## src/rtl/i2c_target.sv

```systemverilog
// I2C target (slave) with 7-bit addressing, single-byte write/read data path and an
// open-drain SDA pull-down. SCL/SDA are oversampled by clk (clk >= 8x SCL).
module i2c_target #(
  parameter logic [6:0] TARGET_ADDRESS = 7'h3c
) (
  input  logic       clk,
  input  logic       rst_n,
  input  logic       sclIn,
  input  logic       sdaIn,
  output logic       sdaPullLow,
  output logic [7:0] rxData,
  output logic       rxValid,
  input  logic [7:0] txData,
  output logic       txLoad,
  output logic       busy
);

  localparam logic [2:0] IDLE      = 3'd0;
  localparam logic [2:0] ADDR      = 3'd1;
  localparam logic [2:0] ADDR_ACK  = 3'd2;
  localparam logic [2:0] WRITE     = 3'd3;
  localparam logic [2:0] WRITE_ACK = 3'd4;
  localparam logic [2:0] READ      = 3'd5;
  localparam logic [2:0] READ_ACK  = 3'd6;
  localparam logic [2:0] WAIT_STOP = 3'd7;

  // [0],[1] synchronize; [2] holds the previous synchronized level for edge detection.
  logic [2:0] scl_sync_q, scl_sync_d;
  logic [2:0] sda_sync_q, sda_sync_d;
  logic [2:0] state_q, state_d;
  logic [2:0] bit_cnt_q, bit_cnt_d;
  logic [7:0] shift_q, shift_d;
  logic [7:0] rx_data_q, rx_data_d;
  logic       sda_pull_q, sda_pull_d;
  logic       rx_valid_q, rx_valid_d;
  logic       tx_load_q, tx_load_d;
  logic       busy_q, busy_d;
  logic       pend_q, pend_d;

  logic       scl_s, scl_prev, sda_s, sda_prev;
  logic       scl_rise, scl_fall, start_det, stop_det;
  logic [7:0] rx_byte;

  assign scl_s     = scl_sync_q[1];
  assign scl_prev  = scl_sync_q[2];
  assign sda_s     = sda_sync_q[1];
  assign sda_prev  = sda_sync_q[2];
  assign scl_rise  = scl_s & ~scl_prev;
  assign scl_fall  = ~scl_s & scl_prev;
  assign start_det = scl_s & scl_prev & sda_prev & ~sda_s;
  assign stop_det  = scl_s & scl_prev & ~sda_prev & sda_s;
  assign rx_byte   = {shift_q[6:0], sda_s};

  // pend_q marks "byte/ACK bit seen on the rising edge, act on the next falling edge".
  always_comb begin
    // NOTE: every *_d starts from its *_q (or an idle pulse value) so no path leaves it unassigned and no latch is inferred.
    scl_sync_d = {scl_sync_q[1:0], sclIn};
    sda_sync_d = {sda_sync_q[1:0], sdaIn};
    state_d    = state_q;
    bit_cnt_d  = bit_cnt_q;
    shift_d    = shift_q;
    rx_data_d  = rx_data_q;
    sda_pull_d = sda_pull_q;
    busy_d     = busy_q;
    pend_d     = pend_q;
    rx_valid_d = 1'b0;
    tx_load_d  = 1'b0;

    if (stop_det) begin
      state_d    = IDLE;
      sda_pull_d = 1'b0;
      busy_d     = 1'b0;
      pend_d     = 1'b0;
    end else if (start_det) begin
      state_d    = ADDR;
      bit_cnt_d  = 3'd0;
      sda_pull_d = 1'b0;
      pend_d     = 1'b0;
    end else begin
      case (state_q)
        ADDR: begin
          if (scl_rise) begin
            shift_d   = rx_byte;
            bit_cnt_d = bit_cnt_q + 3'd1;
            if (bit_cnt_q == 3'd7) begin
              if (rx_byte[7:1] == TARGET_ADDRESS) begin
                pend_d = 1'b1;
              end else begin
                state_d = WAIT_STOP;
                busy_d  = 1'b0;
              end
            end
          end else if (scl_fall && pend_q) begin
            pend_d     = 1'b0;
            sda_pull_d = 1'b1;
            busy_d     = 1'b1;
            state_d    = ADDR_ACK;
          end
        end
        ADDR_ACK: begin
          if (scl_fall) begin
            bit_cnt_d = 3'd0;
            if (shift_q[0]) begin
              shift_d    = txData;
              tx_load_d  = 1'b1;
              sda_pull_d = ~txData[7];
              state_d    = READ;
            end else begin
              sda_pull_d = 1'b0;
              state_d    = WRITE;
            end
          end
        end
        WRITE: begin
          if (scl_rise) begin
            shift_d   = rx_byte;
            bit_cnt_d = bit_cnt_q + 3'd1;
            if (bit_cnt_q == 3'd7) begin
              rx_data_d  = rx_byte;
              rx_valid_d = 1'b1;
              pend_d     = 1'b1;
            end
          end else if (scl_fall && pend_q) begin
            pend_d     = 1'b0;
            sda_pull_d = 1'b1;
            state_d    = WRITE_ACK;
          end
        end
        WRITE_ACK: begin
          if (scl_fall) begin
            sda_pull_d = 1'b0;
            state_d    = WRITE;
          end
        end
        READ: begin
          if (scl_rise) begin
            bit_cnt_d = bit_cnt_q + 3'd1;
            if (bit_cnt_q == 3'd7) pend_d = 1'b1;
          end else if (scl_fall) begin
            if (pend_q) begin
              pend_d     = 1'b0;
              sda_pull_d = 1'b0;
              state_d    = READ_ACK;
            end else begin
              shift_d    = {shift_q[6:0], 1'b0};
              sda_pull_d = ~shift_q[6];
            end
          end
        end
        READ_ACK: begin
          if (scl_rise) begin
            if (!sda_s) begin
              pend_d = 1'b1;
            end else begin
              state_d = WAIT_STOP;
              busy_d  = 1'b0;
            end
          end else if (scl_fall && pend_q) begin
            pend_d     = 1'b0;
            bit_cnt_d  = 3'd0;
            shift_d    = txData;
            tx_load_d  = 1'b1;
            sda_pull_d = ~txData[7];
            state_d    = READ;
          end
        end
        default: ;  // IDLE and WAIT_STOP only react to START/STOP
      endcase
    end
  end

  always_ff @(posedge clk or negedge rst_n) begin
    if (!rst_n) begin
      scl_sync_q <= 3'b111;
      sda_sync_q <= 3'b111;
      state_q    <= IDLE;
      bit_cnt_q  <= 3'd0;
      shift_q    <= 8'h00;
      rx_data_q  <= 8'h00;
      sda_pull_q <= 1'b0;
      rx_valid_q <= 1'b0;
      tx_load_q  <= 1'b0;
      busy_q     <= 1'b0;
      pend_q     <= 1'b0;
    end else begin
      // NOTE: sequential state uses non-blocking assignment so all flops update together at the edge.
      scl_sync_q <= scl_sync_d;
      sda_sync_q <= sda_sync_d;
      state_q    <= state_d;
      bit_cnt_q  <= bit_cnt_d;
      shift_q    <= shift_d;
      rx_data_q  <= rx_data_d;
      sda_pull_q <= sda_pull_d;
      rx_valid_q <= rx_valid_d;
      tx_load_q  <= tx_load_d;
      busy_q     <= busy_d;
      pend_q     <= pend_d;
    end
  end

  assign sdaPullLow = sda_pull_q;
  assign rxData     = rx_data_q;
  assign rxValid    = rx_valid_q;
  assign txLoad     = tx_load_q;
  assign busy       = busy_q;

endmodule

```

## config.mk

```make
export PLATFORM = sky130hd
export DESIGN_NAME = i2c_target
export DESIGN_NICKNAME = d
export VERILOG_FILES = /design/src/rtl/i2c_target.sv
export SDC_FILE = /design/constraint.sdc
export NUM_CORES = 1
export LEC_CHECK = 0
export ABC_AREA = 1
export BUFFER_PORTS_ARGS = -buffer_cell sky130_fd_sc_hd__buf_2
export CAP_MARGIN = 20
export CORE_UTILIZATION = 52
export CTS_CLUSTER_SIZE = 30
export DETAILED_ROUTE_END_ITERATION = 8
export PLACE_DENSITY = 0.75
export SLEW_MARGIN = 20
export SYNTH_ARGS = -nofsm -noshare
export SYNTH_HDL_FRONTEND = slang
export SYNTH_SLANG_ARGS = --single-unit
```

## constraint.sdc

```tcl
create_clock -name clk -period 1.6 [get_ports clk]
set_input_delay 0.32 -clock clk [delete_from_list [all_inputs] [get_ports clk]]
set_output_delay 0.32 -clock clk [all_outputs]
set_load 0.1 [all_outputs]
```

# Word-level counts from Yosys, hierarchy flattened
# Cells that the tools add are included.
[word_totals]
regBits = 32
[op_classes]
add_sub_neg = 1
n_eq_ne = 45
mux = 78
bitwise = 15
reduce_logical = 17
[ops]
columns = ["op", "n"]
rows = [
  ["2-to-1 mux 3 bit", 22],
  ["2-to-1 mux 7 bit", 8],
  ["!= test 4 bit (second input constant)", 12],
  ["2-to-1 mux 1 bit", 41],
  ["!= test 5 bit (second input constant)", 8],
  ["one-hot mux 7 bit (4 select lines)", 1],
  ["one-hot mux 3 bit (6 select lines)", 1],
  ["!= test 3 bit (second input constant)", 5],
  ["!= test 2 bit (second input constant)", 7],
  ["AND reduction 13 bit", 1],
  ["== test 3 bit (second input constant)", 4],
  ["AND reduction 11 bit", 1],
  ["AND reduction 10 bit", 1],
  ["AND reduction 5 bit", 2],
  ["one-hot mux 3 bit (3 select lines)", 1],
  ["AND reduction 9 bit", 1],
  ["NOT 1 bit", 8],
  ["nonzero test 4 bit", 2],
  ["nonzero test 8 bit", 1],
  ["bitwise AND 1 bit", 7],
  ["== test 7 x 6 -> 1 bit (second input constant)", 1],
  ["AND reduction 7 bit", 1],
  ["nonzero test 7 bit", 1],
  ["== test 3 x 2 -> 1 bit (second input constant)", 2],
  ["15 further kinds", 17],
]

# Depth between registers and ports, before layout
[logic_depth]
ltp_word = 8
depth_mapped = 12
ltp_nobuf = 12

# Least setup slack after synthesis
# Ideal clock, no wire load.
[synth_timing]
path_kind = "flip-flop to flip-flop"
start = "reg scl_sync_q[1]"
end = "reg rx_data_q[2] (netlist: rxData[2])"
t_arrival_ps = 1625
required_ps = 1478
setup_slack_ps = -148
path_stages_with_launch = 11
path_buffers = 2
path_cell_list = "dfstp_2 -> ha_1 -> buf_2 -> inv_1 -> nor2_1 -> nand2_2 -> nor2_4 -> inv_2 -> buf_6 -> nand2_1 -> o21ai_2"
[synth_via]
elab_chain_len = 5
elab_cells_between_ends = 9
cone_classes = "bitwise: 8; reduce/logical: 1"
[synth_rtl]
columns = ["item", "line", "rtl"]
rows = [
  ["start, declared", "28", "logic [2:0] scl_sync_q, scl_sync_d;"],
  ["start signal, assigned", "187", "scl_sync_q <= scl_sync_d;"],
  ["bitwise AND 1 bit", "50, 51", ""],
  ["bitwise AND 1 bit (on tied branches) (2 in a row)", "50, 51", ""],
  ["NOT 1 bit (no source line)", "--", ""],
  ["AND reduction 5 bit (no source line) (*)", "--", ""],
  ["end signal, assigned", "192", "rx_data_q <= rx_data_d;"],
  ["end, declared", "33", "logic [7:0] rx_data_q, rx_data_d;"],
]
# Mark *: on every way between the ends. The rest lies on a longest branch, timed or not.
# A chain may end at the register's enable or synchronous reset.

# Final worst setup path
[layout_timing]
start = "reg scl_sync_q[1]"
end = "reg busy_q (netlist: busy)"
[layout_via]
elab_chain_len = 5
elab_cells_between_ends = 21
cone_classes = "eq/ne: 6; mux: 4; bitwise: 8; reduce/logical: 3"
[layout_rtl]
columns = ["item", "line", "rtl"]
rows = [
  ["bitwise AND 1 bit (tied with other cells)", "50, 51", ""],
  ["bitwise AND 1 bit (tied with other cells) (2 in a row)", "51", "assign stop_det = scl_s & scl_prev & ~sda_prev & sda_s;"],
  ["!= test 4 bit (no source line) (tied with other cells)", "--", ""],
  ["AND reduction 7 bit (no source line) or 2-to-1 mux 1 bit (tied branches)", "--", ""],
  ["end signal, assigned", "196", "busy_q <= busy_d;"],
  ["end, declared", "37", "logic busy_q, busy_d;"],
]
# Several ways; a longest one is shown, not always the timed one. The select of a mux whose other input is x is not followed.

==> metrics <==
crit path launch type register; Worst Tran Pin Value 0.485 ns; cell taking the most area after synthesis dfrtp_1; Netlist cell types 27; global-route wire length before repair 9880 um; DIE AREA 4260 sq um; number of diodes 0; Final nets 378; worst endpoint required time about 1.8 ns; worst ir drop on vdd 1210 uV; Flop pwr share 23.6%; top sig layer met4; Post-Syn Area approximately 2100 sq um; post-synthesis register bit count 32; slowest stage cell, crit path dfstp_2; cell breakdown of the critical path ha_4 -> nand2_2 -> nor2_4 -> nor2_2 -> buf_4 -> nand2_2 -> a21oi_2 -> nor2_1 -> nand2_1 -> nand2_1 -> o21ai_1; routed wire length slightly below 7000 um; CTS buffer count 5; Worst Slack Setup Final -0.290 ns; final setup vio count 24; layout cell share with drive strength beyond 1 between 40% and 50%; DRC Markers 0; GRT Residual Overflow 0; switching power 0.00256 W; Clk Latency, worst-skew pair 0.29 ns; endpoints failing hold 0; H-tree depth 2; I/O Buffers 23; Vias per Instance 5.66; 1st-pass router iterations 6; post-synthesis sequential area ratio about two fifths; Initial Util 55.6%; Hold Crit Class in -> async; Pint 0.00283 W; die width ~65 um; wire length on met2 3380 um; failing checks negative setup slack; cell area power density 1780 nW/um^2; Max Buffers Root-to-Sink 2; crit path kind reg -> reg; core area 3740 sq um; Comb pwr share between 60% and 70%; final HPWL from detailed placement 4200 um; status complete, but fails checks; Synth area leaders dfrtp_1 31%, nand2_1 17%, dfstp_2 7.6%, nand3_1 5.5%, nor2_1 5.4%; Total GRT Usage between 30% and 40%; M1 WL between 2000 and 3000 um; Vias 2,320; Die Ht 65.3 um; syn_nets 296; post-route ant nets 0; CTS tree done; Final min period 1.89 ns; RSZ-0062 raised after global routing true; Mapped Cells roughly 280; clk root buf clkbuf_8; worst slack, placed -0.198 ns; final period utilization 118%; Sink Count 32; Max Cap Violations 0; GPL Wtd Cong 1.00; vias in the first global route 2,151; Area Overhead vs Synth 45.8%; switching power share of the total 47.5%; # IOs 24; delay of the slowest critical-path stage 0.60 ns; clock skew just over 0.01 ns; clk slew on worst S/H paths 0.08 ns; crit end category register; Final Max Tran Viols 0; Critical Path AT 2.07 ns; slew margin rel. 67.9%; synth warn 0; initial antenna violation count 0; CTS Hold Bufs 0; row count 22; Synth top area share around 31%; Peak Freq 529 MHz; critical path fanouts, max 5; Synth Area per Inst 7.46 sq um; fill count 240; Power Total 0.00539 W; setup_tns -4.31 ns; drt wl/cell 16.8 um; Leak Pwr 1.52 nW; Clock power frac between 10 and 15%; metal3 WL 393 um; largest net degree at the start of global routing 33; Detailed Route Iter0 Violations between 200 and 250; reg2reg path depth 11
==> cells in the final DEF, fill, tap and decap left out, types with 4 or more instances in the layout <==
| cell type | count |
|---|---|
| nand2_1 | 71 |
| buf_4 | 51 |
| nor2_1 | 25 |
| dfrtp_1 | 23 |
| buf_2 | 23 |
| nand2_2 | 18 |
| nand3_1 | 16 |
| inv_1 | 12 |
| o21ai_2 | 12 |
| nor2_4 | 9 |
| o21ai_0 | 8 |
| nand3_2 | 7 |
| nand2_4 | 7 |
| nor2_2 | 7 |
| a21oi_1 | 6 |
| o21ai_1 | 6 |
| a22oi_1 | 6 |
| buf_6 | 6 |
| dfstp_2 | 6 |
| inv_2 | 5 |
| clkbuf_8 | 5 |
| a21oi_2 | 4 |
==> timing repair <==
item | 4_1_cts | 5_1_grt
gates cloned | 0 | 1
gates resized for setup | 30 | 33
setup endpoints to repair | 23 | 26
pin swaps | 12 | 19
setup buffers | 6 | 8
==> power by group through the flow <==
stage          Clock [W]  Combinational (W)  Sequential (W)
2_1_floorplan          0            0.00175         0.00132
3_3_place_gp           0            0.00264         0.00125
3_5_place_dp           0            0.00268         0.00126
4_1_cts         0.000777            0.00288         0.00125
5_1_grt         0.000814            0.00362         0.00129
6_report        0.000779            0.00334         0.00127
==> Yosys cell counts <==
cell type and instances:
nand3_4 2, o22ai_1 1, dfstp_2 6, nand2_1 92, nor2_4 4, inv_1 15
buf_2 1, dfrtp_1 26, nand4_1 3, or2_0 1, inv_2 4, buf_4 1
a22oi_1 6, nor3_1 3, ha_1 5, nand3_1 23, nand3_2 1, inv_4 2
buf_6 5, o21ai_1 3, nor2_2 7, a21oi_1 10, nor2_1 30, o21ai_2 12
o21ai_0 11, nand2_2 4, a21oi_2 1
==> per-stage QoR <==
stage | instances | area, sq um | hold WS [ns] | utilization [%]
2_1_floorplan | 279 | 2120 | 0.0244 | -
3_3_place_gp | 387 | 2560 | 0.346 | 68.4
3_5_place_dp | 387 | 2560 | 0.347 | 68.4
4_1_cts | 401 | 2840 | 0.0599 | 75.9
5_1_grt | 410 | 3030 | 0.0808 | 81.0
6_report | 410 | 3030 | 0.0462 | 81.0
==> final timing paths <==
check                              start       endpoint  slack [ns]
max in group asynchronous          rst_n  sda_sync_q[1]        1.21
min                                rst_n      rxData[1]        0.05
min reg2reg                sda_sync_q[0]  sda_sync_q[1]        0.36
min in group clk                   sdaIn  sda_sync_q[0]        0.13
max reg2reg                scl_sync_q[1]           busy       -0.29
max                        scl_sync_q[1]           busy       -0.29
==> per-layer routing <==
layer / vias to the layer above / GRT usage, %
li1: 1070 / -
met1: 1113 / 38.7
met2: 105 / 51.0
met3: 32 / 6.08
met4: 0 / 17.7
met5: - / 0
==> critical path, delay by kind of cell, from the launching register on <==
family	cells	cell delay [ns]
buf+inv	1	0.15
compound gates	2	0.10
flops	1	0.60
fa+ha+maj	1	0.19
simple gates	7	0.75
==> final cells by class <==
cell class                      count  area [sq um]  share of cell area (%)
Timing Repair Buffer               82           611                    20.1
Sequential cell                    32           812                    26.8
Multi-Input combinational cell    219          1350                    44.6
Clock inverter                      2          35.0                    1.15
Inverter                           21          91.3                    3.01
Tap cell                           48          60.1                    1.98
Clock buffer                        6          72.6                    2.39
==> flip-flops by register name, summed over array words and instances (netlist names) <==
signal      flops
rxData          8
shift_q         7
bit_cnt_q       3
scl_sync_q      3
sda_sync_q      3
state_q         3
busy            1
pend_q          1
rxValid         1
sdaPullLow      1
txLoad          1
==> cell families after synthesis <==
kind of cell	synth area share, %
AOI/OAI and AO/OA	13.7
buffers and inverters	7.34
adders and majority gates	3.01
DFF	38.8
and+or+nand+nor	37.1
(Power assumes the default switching activity.)
